File: config.mk
export PLATFORM = sky130hd
export DESIGN_NAME = pwm_speed_sequencer
export DESIGN_NICKNAME = d
export VERILOG_FILES = /design/src/rtl/pwm_speed_sequencer.sv
export SDC_FILE = /design/constraint.sdc
export NUM_CORES = 1
export LEC_CHECK = 0
export CAP_MARGIN = 20
export CORE_MARGIN = 2
export CORE_UTILIZATION = 45
export CTS_CLUSTER_DIAMETER = 40
export DETAILED_ROUTE_END_ITERATION = 10
export PLACE_DENSITY = 0.76
export SYNTH_ARGS = -nofsm -noshare
export SYNTH_HDL_FRONTEND = slang
export SYNTH_SLANG_ARGS = --single-unit
File: constraint.sdc
create_clock -name clk -period 21 [get_ports clk]
set_clock_uncertainty 0.05 [all_clocks]
set_input_delay 4.2 -clock clk [delete_from_list [all_inputs] [get_ports clk]]
set_output_delay 4.2 -clock clk [all_outputs]
set_load 0.01 [all_outputs]
File: src/rtl/pwm_speed_sequencer.sv
`default_nettype none
// ============================================================================
// Module   : pwm_speed_sequencer
// Brief    : Soft-start/soft-stop level sequencer in front of a PWM generator.
//            Optional step alignment to PWM period boundaries: SEQ_PERIOD_ALIGN_EN.
// Revision : 1.0 - initial release
// ============================================================================
module pwm_speed_sequencer #(
    parameter int RAMP_TICKS = 1000,
    parameter int PERIOD     = 256
) (
    input  logic       clk,
    input  logic       rst,
    input  logic [6:0] switch_in,
    input  logic       estop,
    output logic [6:0] speed_switch,
    output logic [2:0] level,
    output logic       busy,
    output logic       fault,
    output logic       sw_err
);

    localparam int TW = $clog2(RAMP_TICKS);
    localparam logic [TW-1:0] C_TIMER_LAST = TW'(RAMP_TICKS - 1);

    typedef enum logic [2:0] {
        S_IDLE      = 3'd0,
        S_HOLD      = 3'd1,
        S_RAMP_UP   = 3'd2,
        S_RAMP_DOWN = 3'd3,
        S_ESTOP     = 3'd4
    } state_t;

    state_t          state_q, state_d;
    logic [6:0]      sw_q, sw_d;
    logic [2:0]      target_q, target_d;
    logic [2:0]      level_q, level_d;
    logic [TW-1:0]   timer_q, timer_d;
    logic [6:0]      speed_switch_q, speed_switch_d;
    logic            busy_q, busy_d;
    logic            fault_q, fault_d;
    logic            sw_err_q, sw_err_d;
    logic            w_timer_tc;
    logic            w_step_ok;

    function automatic logic sw_valid(input logic [6:0] s);
        int zeros;
        zeros = 0;
        for (int i = 0; i < 7; i++) begin
            if (!s[i]) zeros++;
        end
        return (zeros <= 1);
    endfunction

    // Caller guarantees the pattern is valid (off or single zero).
    function automatic logic [2:0] sw_decode(input logic [6:0] s);
        logic [2:0] t;
        t = 3'd0;
        for (int i = 0; i < 7; i++) begin
            if (!s[i]) t = 3'(i + 1);
        end
        return t;
    endfunction

    function automatic logic [6:0] encode(input logic [2:0] l);
        logic [6:0] e;
        e = 7'h7F;
        if (l != 3'd0) e[l - 3'd1] = 1'b0;
        return e;
    endfunction

`ifdef SEQ_PERIOD_ALIGN_EN
    localparam int PW = (PERIOD > 1) ? $clog2(PERIOD) : 1;
    logic [PW-1:0] pcnt_q, pcnt_d;

    always_comb begin
        pcnt_d = (pcnt_q == PW'(PERIOD - 1)) ? '0 : PW'(pcnt_q + 1'b1);
    end

    always_ff @(posedge clk) begin
        if (!rst) pcnt_q <= '0;
        else      pcnt_q <= pcnt_d;
    end

    // A due step waits here (timer parked at terminal count) until the period ends.
    assign w_step_ok = (pcnt_q == PW'(PERIOD - 1));
`else
    // Without alignment every terminal count is a step opportunity.
    assign w_step_ok = (PERIOD != 0);
`endif

    assign w_timer_tc = (timer_q == C_TIMER_LAST);

    always_comb begin
        sw_d     = switch_in;
        sw_err_d = (switch_in != sw_q) && !sw_valid(switch_in);
        target_d = sw_valid(sw_q) ? sw_decode(sw_q) : target_q;
        state_d  = state_q;
        level_d  = level_q;
        timer_d  = timer_q;

        if (estop) begin
            state_d = S_ESTOP;
            level_d = 3'd0;
            timer_d = '0;
        end else begin
            case (state_q)
                S_IDLE: begin
                    if (target_d != 3'd0) begin
                        state_d = S_RAMP_UP;
                        timer_d = '0;
                    end
                end
                S_HOLD: begin
                    if (target_d > level_q) begin
                        state_d = S_RAMP_UP;
                        timer_d = '0;
                    end else if (target_d < level_q) begin
                        state_d = S_RAMP_DOWN;
                        timer_d = '0;
                    end
                end
                S_RAMP_UP: begin
                    if (target_d == level_q) begin
                        state_d = (level_q == 3'd0) ? S_IDLE : S_HOLD;
                    end else if (target_d < level_q) begin
                        state_d = S_RAMP_DOWN;
                        timer_d = '0;
                    end else if (w_timer_tc && w_step_ok) begin
                        level_d = level_q + 3'd1;
                        timer_d = '0;
                        if (level_d == target_d) state_d = S_HOLD;
                    end else if (!w_timer_tc) begin
                        timer_d = TW'(timer_q + 1'b1);
                    end
                end
                S_RAMP_DOWN: begin
                    if (target_d == level_q) begin
                        state_d = (level_q == 3'd0) ? S_IDLE : S_HOLD;
                    end else if (target_d > level_q) begin
                        state_d = S_RAMP_UP;
                        timer_d = '0;
                    end else if (w_timer_tc && w_step_ok) begin
                        level_d = level_q - 3'd1;
                        timer_d = '0;
                        if (level_d == target_d) begin
                            state_d = (target_d == 3'd0) ? S_IDLE : S_HOLD;
                        end
                    end else if (!w_timer_tc) begin
                        timer_d = TW'(timer_q + 1'b1);
                    end
                end
                S_ESTOP: begin
                    level_d = 3'd0;
                    timer_d = '0;
                    if (target_d == 3'd0) state_d = S_IDLE;
                end
                default: begin
                    state_d = S_IDLE;
                    level_d = 3'd0;
                    timer_d = '0;
                end
            endcase
        end

        speed_switch_d = encode(level_d);
        busy_d         = (state_d == S_RAMP_UP) || (state_d == S_RAMP_DOWN);
        fault_d        = (state_d == S_ESTOP);
    end

    always_ff @(posedge clk) begin
        if (!rst) begin
            state_q        <= S_IDLE;
            sw_q           <= 7'h7F;
            target_q       <= 3'd0;
            level_q        <= 3'd0;
            timer_q        <= '0;
            speed_switch_q <= 7'h7F;
            busy_q         <= 1'b0;
            fault_q        <= 1'b0;
            sw_err_q       <= 1'b0;
        end else begin
            state_q        <= state_d;
            sw_q           <= sw_d;
            target_q       <= target_d;
            level_q        <= level_d;
            timer_q        <= timer_d;
            speed_switch_q <= speed_switch_d;
            busy_q         <= busy_d;
            fault_q        <= fault_d;
            sw_err_q       <= sw_err_d;
        end
    end

    assign speed_switch = speed_switch_q;
    assign level        = level_q;
    assign busy         = busy_q;
    assign fault        = fault_q;
    assign sw_err       = sw_err_q;

endmodule
`default_nettype wire
==> results of run 1 <==
cells by family (layout without fill, tap and decap cells):
family,after synthesis,after routing,share of synthesized area (%)
and+or+nand+nor,143,143,28.4
AOI/OAI and AO/OA,62,62,15.2
DFF,36,36,26.3
buffers and inverters,35,52,5.25
xor gates and xnor gates,26,26,10.6
adders and majority gates,22,22,10.0
muxes,11,11,4.20
path summary, 6_finish.rpt:
check / start / to / cells past startpoint
worst max register to register: sw_q[1]$_SDFF_PN1_ / speed_switch[4]$_SDFF_PN1_ / 31
worst max-delay path: switch_in[0] / sw_err$_SDFF_PN0_ / 17
worst min-delay path: timer_q[1]$_SDFFE_PP0P_ / timer_q[1]$_SDFFE_PP0P_ / 2
worst min register to register: timer_q[1]$_SDFFE_PP0P_ / timer_q[1]$_SDFFE_PP0P_ / 2
sequential cells by signal, summed over array words and instances (netlist names):
signal	flops
busy	1
level	3
sw_err	1
fault	1
state_q	3
speed_switch	7
sw_q	7
target_q	3
timer_q	10
layer usage:
metal	vias to the layer above	track usage [%]	part of all wire (%)
met5	-	0	0
met4	0	7.17	1.6
li1	1217	-	-
met3	9	3.19	3.3
met1	1131	23.1	46
met2	47	30.7	49
worst min-delay path, cell delays in order (launching register included):
cell and delay, ns:
dfxtp_1 0.32, nand2_1 0.06, a21oi_1 0.05
stage by stage:
stage / worst slack [ns] / std cells / power, mW / cell area (um2) / util (%)
after floorplan: 13.44 / 335 / 0.133 / 2740 / -
after global placement: 12.81 / 418 / 0.146 / 2990 / 50.5
after detailed placement: 12.71 / 419 / 0.149 / 3000 / 50.6
after CTS: 13.00 / 427 / 0.210 / 3110 / 52.5
after global routing: 12.51 / 427 / 0.221 / 3110 / 52.5
final: 13.01 / 427 / 0.208 / 3110 / 52.5
layout make-up:
type,instances,area share [%]
clock buffer,6,2.34
timing repair buffer,23,7.33
inverter,21,2.54
tap,75,3.02
sequential,36,23.2
multi-input combinational,264,60.4
clock inverter,2,1.13
cells in the final DEF, fill, tap and decap left out, types with 2 or more instances in the layout:
cell type | Yosys | layout
or3b_2 | 2 | 2
a21o_1 | 3 | 3
nand3b_1 | 2 | 2
nor4_1 | 2 | 2
ha_1 | 22 | 22
mux2_2 | 3 | 3
xor2_1 | 8 | 8
xnor3_1 | 3 | 3
clkbuf_8 | 0 | 5
nor2_1 | 26 | 26
nor3_1 | 8 | 8
o41ai_1 | 3 | 3
dfxtp_1 | 36 | 36
nand4_1 | 4 | 4
o21ai_0 | 15 | 15
inv_1 | 21 | 21
a31oi_1 | 6 | 6
o22ai_1 | 2 | 2
a21oi_1 | 18 | 18
xnor2_1 | 13 | 13
nor2b_1 | 12 | 12
or3_1 | 3 | 3
and2_1 | 3 | 3
a21boi_0 | 2 | 2
nand2_1 | 30 | 30
or4_1 | 6 | 6
and3_1 | 7 | 7
nand3_1 | 11 | 11
o31ai_1 | 2 | 2
nand2b_1 | 14 | 14
or4b_1 | 3 | 3
clkdlybuf4s50_1 | 0 | 22
or2_2 | 2 | 2
nor3b_1 | 2 | 2
nor4b_1 | 2 | 2
mux2i_1 | 7 | 7
power by group:
part / switching [mW] / internal [mW]
registers: 0.00386 / 0.0717
clock network: 0.0246 / 0.0352
logic: 0.0405 / 0.0317
total: 0.0690 / 0.139
synth_stat cells, types with 4 or more instances:
cell type and number:
nand2_1 30, xnor2_1 13, or4_1 6, and3_1 7
nand3_1 11, nor2_1 26, a31oi_1 6, clkbuf_1 9
a21oi_1 18, xor2_1 8, nor3_1 8, o21ai_0 15
inv_1 21, mux2i_1 7, nor2b_1 12, nand2b_1 14
nand4_1 4, ha_1 22, dfxtp_1 36
==> reports/results.tsv, run 1 <==
stage	metric	value	unit
worst_setup_path	Setup crit end kind	flip-flop	
global_route	GRT Util Overall	18.2	%
die	Core Area	0.00592	mm2
timing	setup TNS	0	ns
cts	Clk Latency, worst-skew pair	0.29	ns
routing	DRC	0	
layout	area of the multi-input gates	0.00188	mm2
timing	Slew @ Worst Pin	0.668	ns
worst_setup_path	CP required	21.12	ns
worst_setup_path	Top Family by Delay on Critical Path	adder cells	
synth	synth warn	0	
worst_setup_path	Max FO, Critical Path	3	
run	Max Cap Viol	0	
placed_design	I/O Buffers	22	
synth	EDFF count, synth	0	
global_route	largest net degree at the start of global routing	17	
die	std cell rows	28	
cts	Post-CTS Hold Buffers	0	
layout	final net count	383	
global_route	aggregate global routing overflow	0	
layout	number of diodes	0	
global_route	first-pass GRT wire length	9.69	mm
synth	Yosys top cell area share	26.3	%
cts	Clock Tree Root	clkbuf_8	
routing	routed vias	2404	
placed_design	GPL Wtd Cong	0.830	
die	I/O pin total	23	
timing	final setup vio count	0	
worst_setup_path	CP Class	input port to flip-flop	
cts	TritonCTS clock tree	built	
routing	drt pass-1 iters	4	
routing	DRT iter0 DRCs	97	
pwr	Max VDD drop	0.0599	mV
timing	Slew headroom	55.2	%
timing	RSZ-0062 raised after global routing	no	
synth	Synth Cell Area	0.00274	mm2
status	outcome	finished clean	
worst_setup_path	crit-path max cell delay	0.52	ns
synth	Seq cells post-synth	36	
placed_design	Detail Placement HPWL	4.33	mm
cts	H-tree depth	2	
global_route	vias in the first global route	2234	
cts	TritonCTS buffer count	5	
cts	# resized after CTS	0	
pwr	Cell Pwr Density	66.8	mW/mm2
worst_setup_path	Slowest-stage cell, CP	clkdlybuf4s50_1	
synth	post-synthesis cell count	335	
layout	Synth-to-Final Area Change	13.3	%
synth	Top FF cell, synth	dfxtp_1	
cts	Worst-path clk slew	0.07	ns
die	horizontal die dimension	82.1	um
synth	syn nets	367	
routing	Via density	5.63	
synth	Synth area leaders	dfxtp_1 26%, ha_1 10%, xnor2_1 4.2%, nand2_1 4.1%, nor2_1 3.6%	
global_route	initial antenna violation count	0	
die	Die ar.	0.00673	mm2
synth	area leader, netlist	dfxtp_1	
worst_setup_path	crit path DAT	8.12	ns
timing	Period minus WS final	7.99	ns
timing	worst hold slack	0.422	ns
synth	Unique masters post-synth	56	
synth	Avg Synthesized Cell Area	8.18	um2
synth	Seq/Total Area, Yosys	26.3	%
routing	wire per inst	13.0	um
cts	total clock sinks	36	
pwr	LEAKAGE	1.22	nW
synth	asr flop ratio synth	0	%
routing	post-route ant nets	0	
layout	share of cells above drive strength 1	5.97	%
cts	setup bufs post-CTS	0	
routing	final wirelength	5.53	mm
timing	Tcrit/Tclk final	38.1	%
die	starting density of the core	46.3	%
worst_setup_path	Setup crit start kind	input port	
worst_setup_path	CP Buf/Inv Count	2	
timing	fin. max-slew vios	0	
worst_setup_path	Reg2Reg Setup Slack	13.37	ns
cts	Clock Path Buffers	2	
layout	FF/Latch Area	721	um2
layout	Filler cells	544	
worst_setup_path	Crit path top cell by count	ha_1	
timing	Fmax	125	MHz
worst_setup_path	crit-path cells	clkdlybuf4s50_1 > inv_1 > ha_1 > xnor2_1 > ha_1 > mux2_2 > ha_1 > mux2_2 > ha_1 > mux2_2 > ha_1 > nor2b_1 > nor2_1 > nand2_1 > a21oi_1 > a31oi_1 > o311a_1	
timing	Final Hold Viols	0	
die	Die Ht	82.1	um
worst_hold_path	worst hold path type	flip-flop to flip-flop	
No activity file was read; power rests on OpenSTA's default activity.
==> inputs of run 2 (changes only) <==
- PLACE_DENSITY: 0.76 -> 0.79
- clock period: 21 -> 7 ns (I/O delays scaled with it)
==> reports/results.tsv, run 2 (synthesized netlist as in run 1, its figures left out) <==
stage	metric	value	unit
global_route	GRT Util Overall	18.9	%
worst_setup_path	CP Class	flip-flop to flip-flop	
layout	commonest non-fill, non-tap cells in the layout	35 x dfxtp_1, 30 x nand2_1, 25 x nor2_1, 22 x clkdlybuf4s50_1	
cts	TritonCTS clock tree	built	
worst_setup_path	CP required	7.13	ns
routing	DRT iter0 DRCs	98	
layout	Filler cells	547	
cts	Clk Latency, worst-skew pair	0.29	ns
routing	post-route ant nets	0	
timing	Tcrit/Tclk final	95.4	%
layout	most common cell after layout, fill and taps aside	dfxtp_1	
placed_design	I/O Buffers	22	
layout	Synth-to-Final Area Change	17.3	%
timing	Slew headroom	52.1	%
pwr	Cell Pwr Density	205	mW/mm2
cts	Post-CTS Hold Buffers	0	
global_route	aggregate global routing overflow	0	
routing	final wirelength	6.07	mm
timing	Final Hold Viols	0	
timing	Slew @ Worst Pin	0.715	ns
die	Die Ht	82.1	um
die	Die ar.	0.00673	mm2
global_route	Most Crowded Layer GR	met2	
global_route	initial antenna violation count	0	
placed_design	GPL Wtd Cong	0.900	
worst_setup_path	Slowest-stage cell, CP	a311oi_4	
global_route	largest net degree at the start of global routing	17	
cts	Clock Path Buffers	2	
worst_setup_path	crit path DAT	6.81	ns
placed_design	Detail Placement HPWL	4.47	mm
global_route	M2 GR Usage	32.8	%
die	std cell rows	28	
timing	worst hold slack	0.427	ns
routing	routed vias	2466	
worst_setup_path	Max FO, Critical Path	8	
layout	Final Util	54.3	%
worst_hold_path	worst hold path type	flip-flop to flip-flop	
global_route	vias in the first global route	2290	
placed_design	DP Area	0.00303	mm2
pwr	LEAKAGE	1.26	nW
die	Core Area	0.00592	mm2
layout	final net count	390	
routing	drt pass-1 iters	4	
pwr	Max VDD drop	0.123	mV
routing	Via density	5.68	
die	I/O pin total	23	
timing	Setup WS post-layout	0.324	ns
timing	Fmax	150	MHz
worst_setup_path	crit-path max cell delay	0.47	ns
timing	final setup vio count	0	
placed_design	Setup Slack @ Placement	0.143	ns
global_route	first-pass GRT wire length	9.83	mm
cts	Clock Tree Root	clkbuf_8	
cts	H-tree depth	2	
layout	design area	0.00321	mm2
die	horizontal die dimension	82.1	um
routing	DRC	0	
layout	max reg flops	10	
worst_setup_path	Setup crit start kind	flip-flop	
layout	Largest Register	timer_q	
layout	share of cells above drive strength 1	10.9	%
timing	Period minus WS final	6.68	ns
cts	total clock sinks	36	
layout	Layout Cells excl Fill	434	
layout	number of diodes	0	
run	Max Cap Viol	0	
global_route	met3 usage	3.30	%
cts	Worst-path clk slew	0.07	ns
timing	fin. max-slew vios	0	
global_route	GR Util met1	22.9	%
routing	wire per inst	14.0	um
worst_setup_path	Crit path top cell by count	ha_1	
status	outcome	finished clean	
cts	TritonCTS buffer count	5	
placed_design	placed insts	423	
die	starting density of the core	46.3	%
worst_setup_path	Setup crit end kind	flip-flop	
## run 2: cell count changes in the layout (fill, tap and decap cells not counted), moves of 2 or more
cell	previous run	this run
buf_4	1	8
nor3_1	8	6
nor3_2	0	2
nor4b_1	2	0
nor4b_2	0	2
## run 2: stage by stage
step / setup TNS (ns) / power (mW)
final: 0 / 0.658
after global routing: -0.155 / 0.698
after CTS: 0 / 0.646
after detailed placement: 0 / 0.457
after global placement: 0 / 0.446
after floorplan: 0 / 0.398
## run 2: path summary, 6_finish.rpt
check	from	to	slack, ns	cells past startpoint
worst max-delay path	sw_q[0]$_SDFF_PN1_	speed_switch[4]$_SDFF_PN1_	0.32	30
worst min-delay path	timer_q[1]$_SDFFE_PP0P_	timer_q[1]$_SDFFE_PP0P_	0.43	2
worst max register to register	sw_q[0]$_SDFF_PN1_	speed_switch[4]$_SDFF_PN1_	0.32	30
worst min register to register	timer_q[1]$_SDFFE_PP0P_	timer_q[1]$_SDFFE_PP0P_	0.43	2
## run 2: layer usage
layer	wire length [um]	part of all wire [%]
met5	0	0
met4	133	2.2
met3	221	3.6
met2	2980	49
met1	2730	45
## run 2: power by group
part,switching (mW),total [mW],internal [mW]
clock,0.0776,0.183,0.106
combinational,0.135,0.248,0.113
sequential,0.0120,0.227,0.215
## run 2: repair_timing
item / in CTS / in global routing
resized for setup: 0 / 12
endpoints found under the setup margin: 0 / 17
setup buffers: 0 / 3
## run 2: cell type report
cell class | instances | area (um2) | share of cell area [%]
tap | 75 | 93.8 | 2.92
inverter | 21 | 78.8 | 2.45
clock buffer | 6 | 72.6 | 2.26
clock inverter | 2 | 35.0 | 1.09
multi-input combinational | 264 | 1930 | 60.1
timing repair buffer | 30 | 280 | 8.72
sequential | 36 | 722 | 22.5
## run 2: worst max-delay path, delay by kind of cell, from the launching register on
| family | cells | cell delay (ns) |
|---|---|---|
| AOI/OAI and AO/OA | 10 | 1.93 |
| xor gates and xnor gates | 1 | 0.14 |
| adders and majority gates | 8 | 2.30 |
| buffers and inverters | 3 | 0.26 |
| DFF | 1 | 0.37 |
| muxes | 1 | 0.29 |
| and+or+nand+nor | 7 | 1.20 |
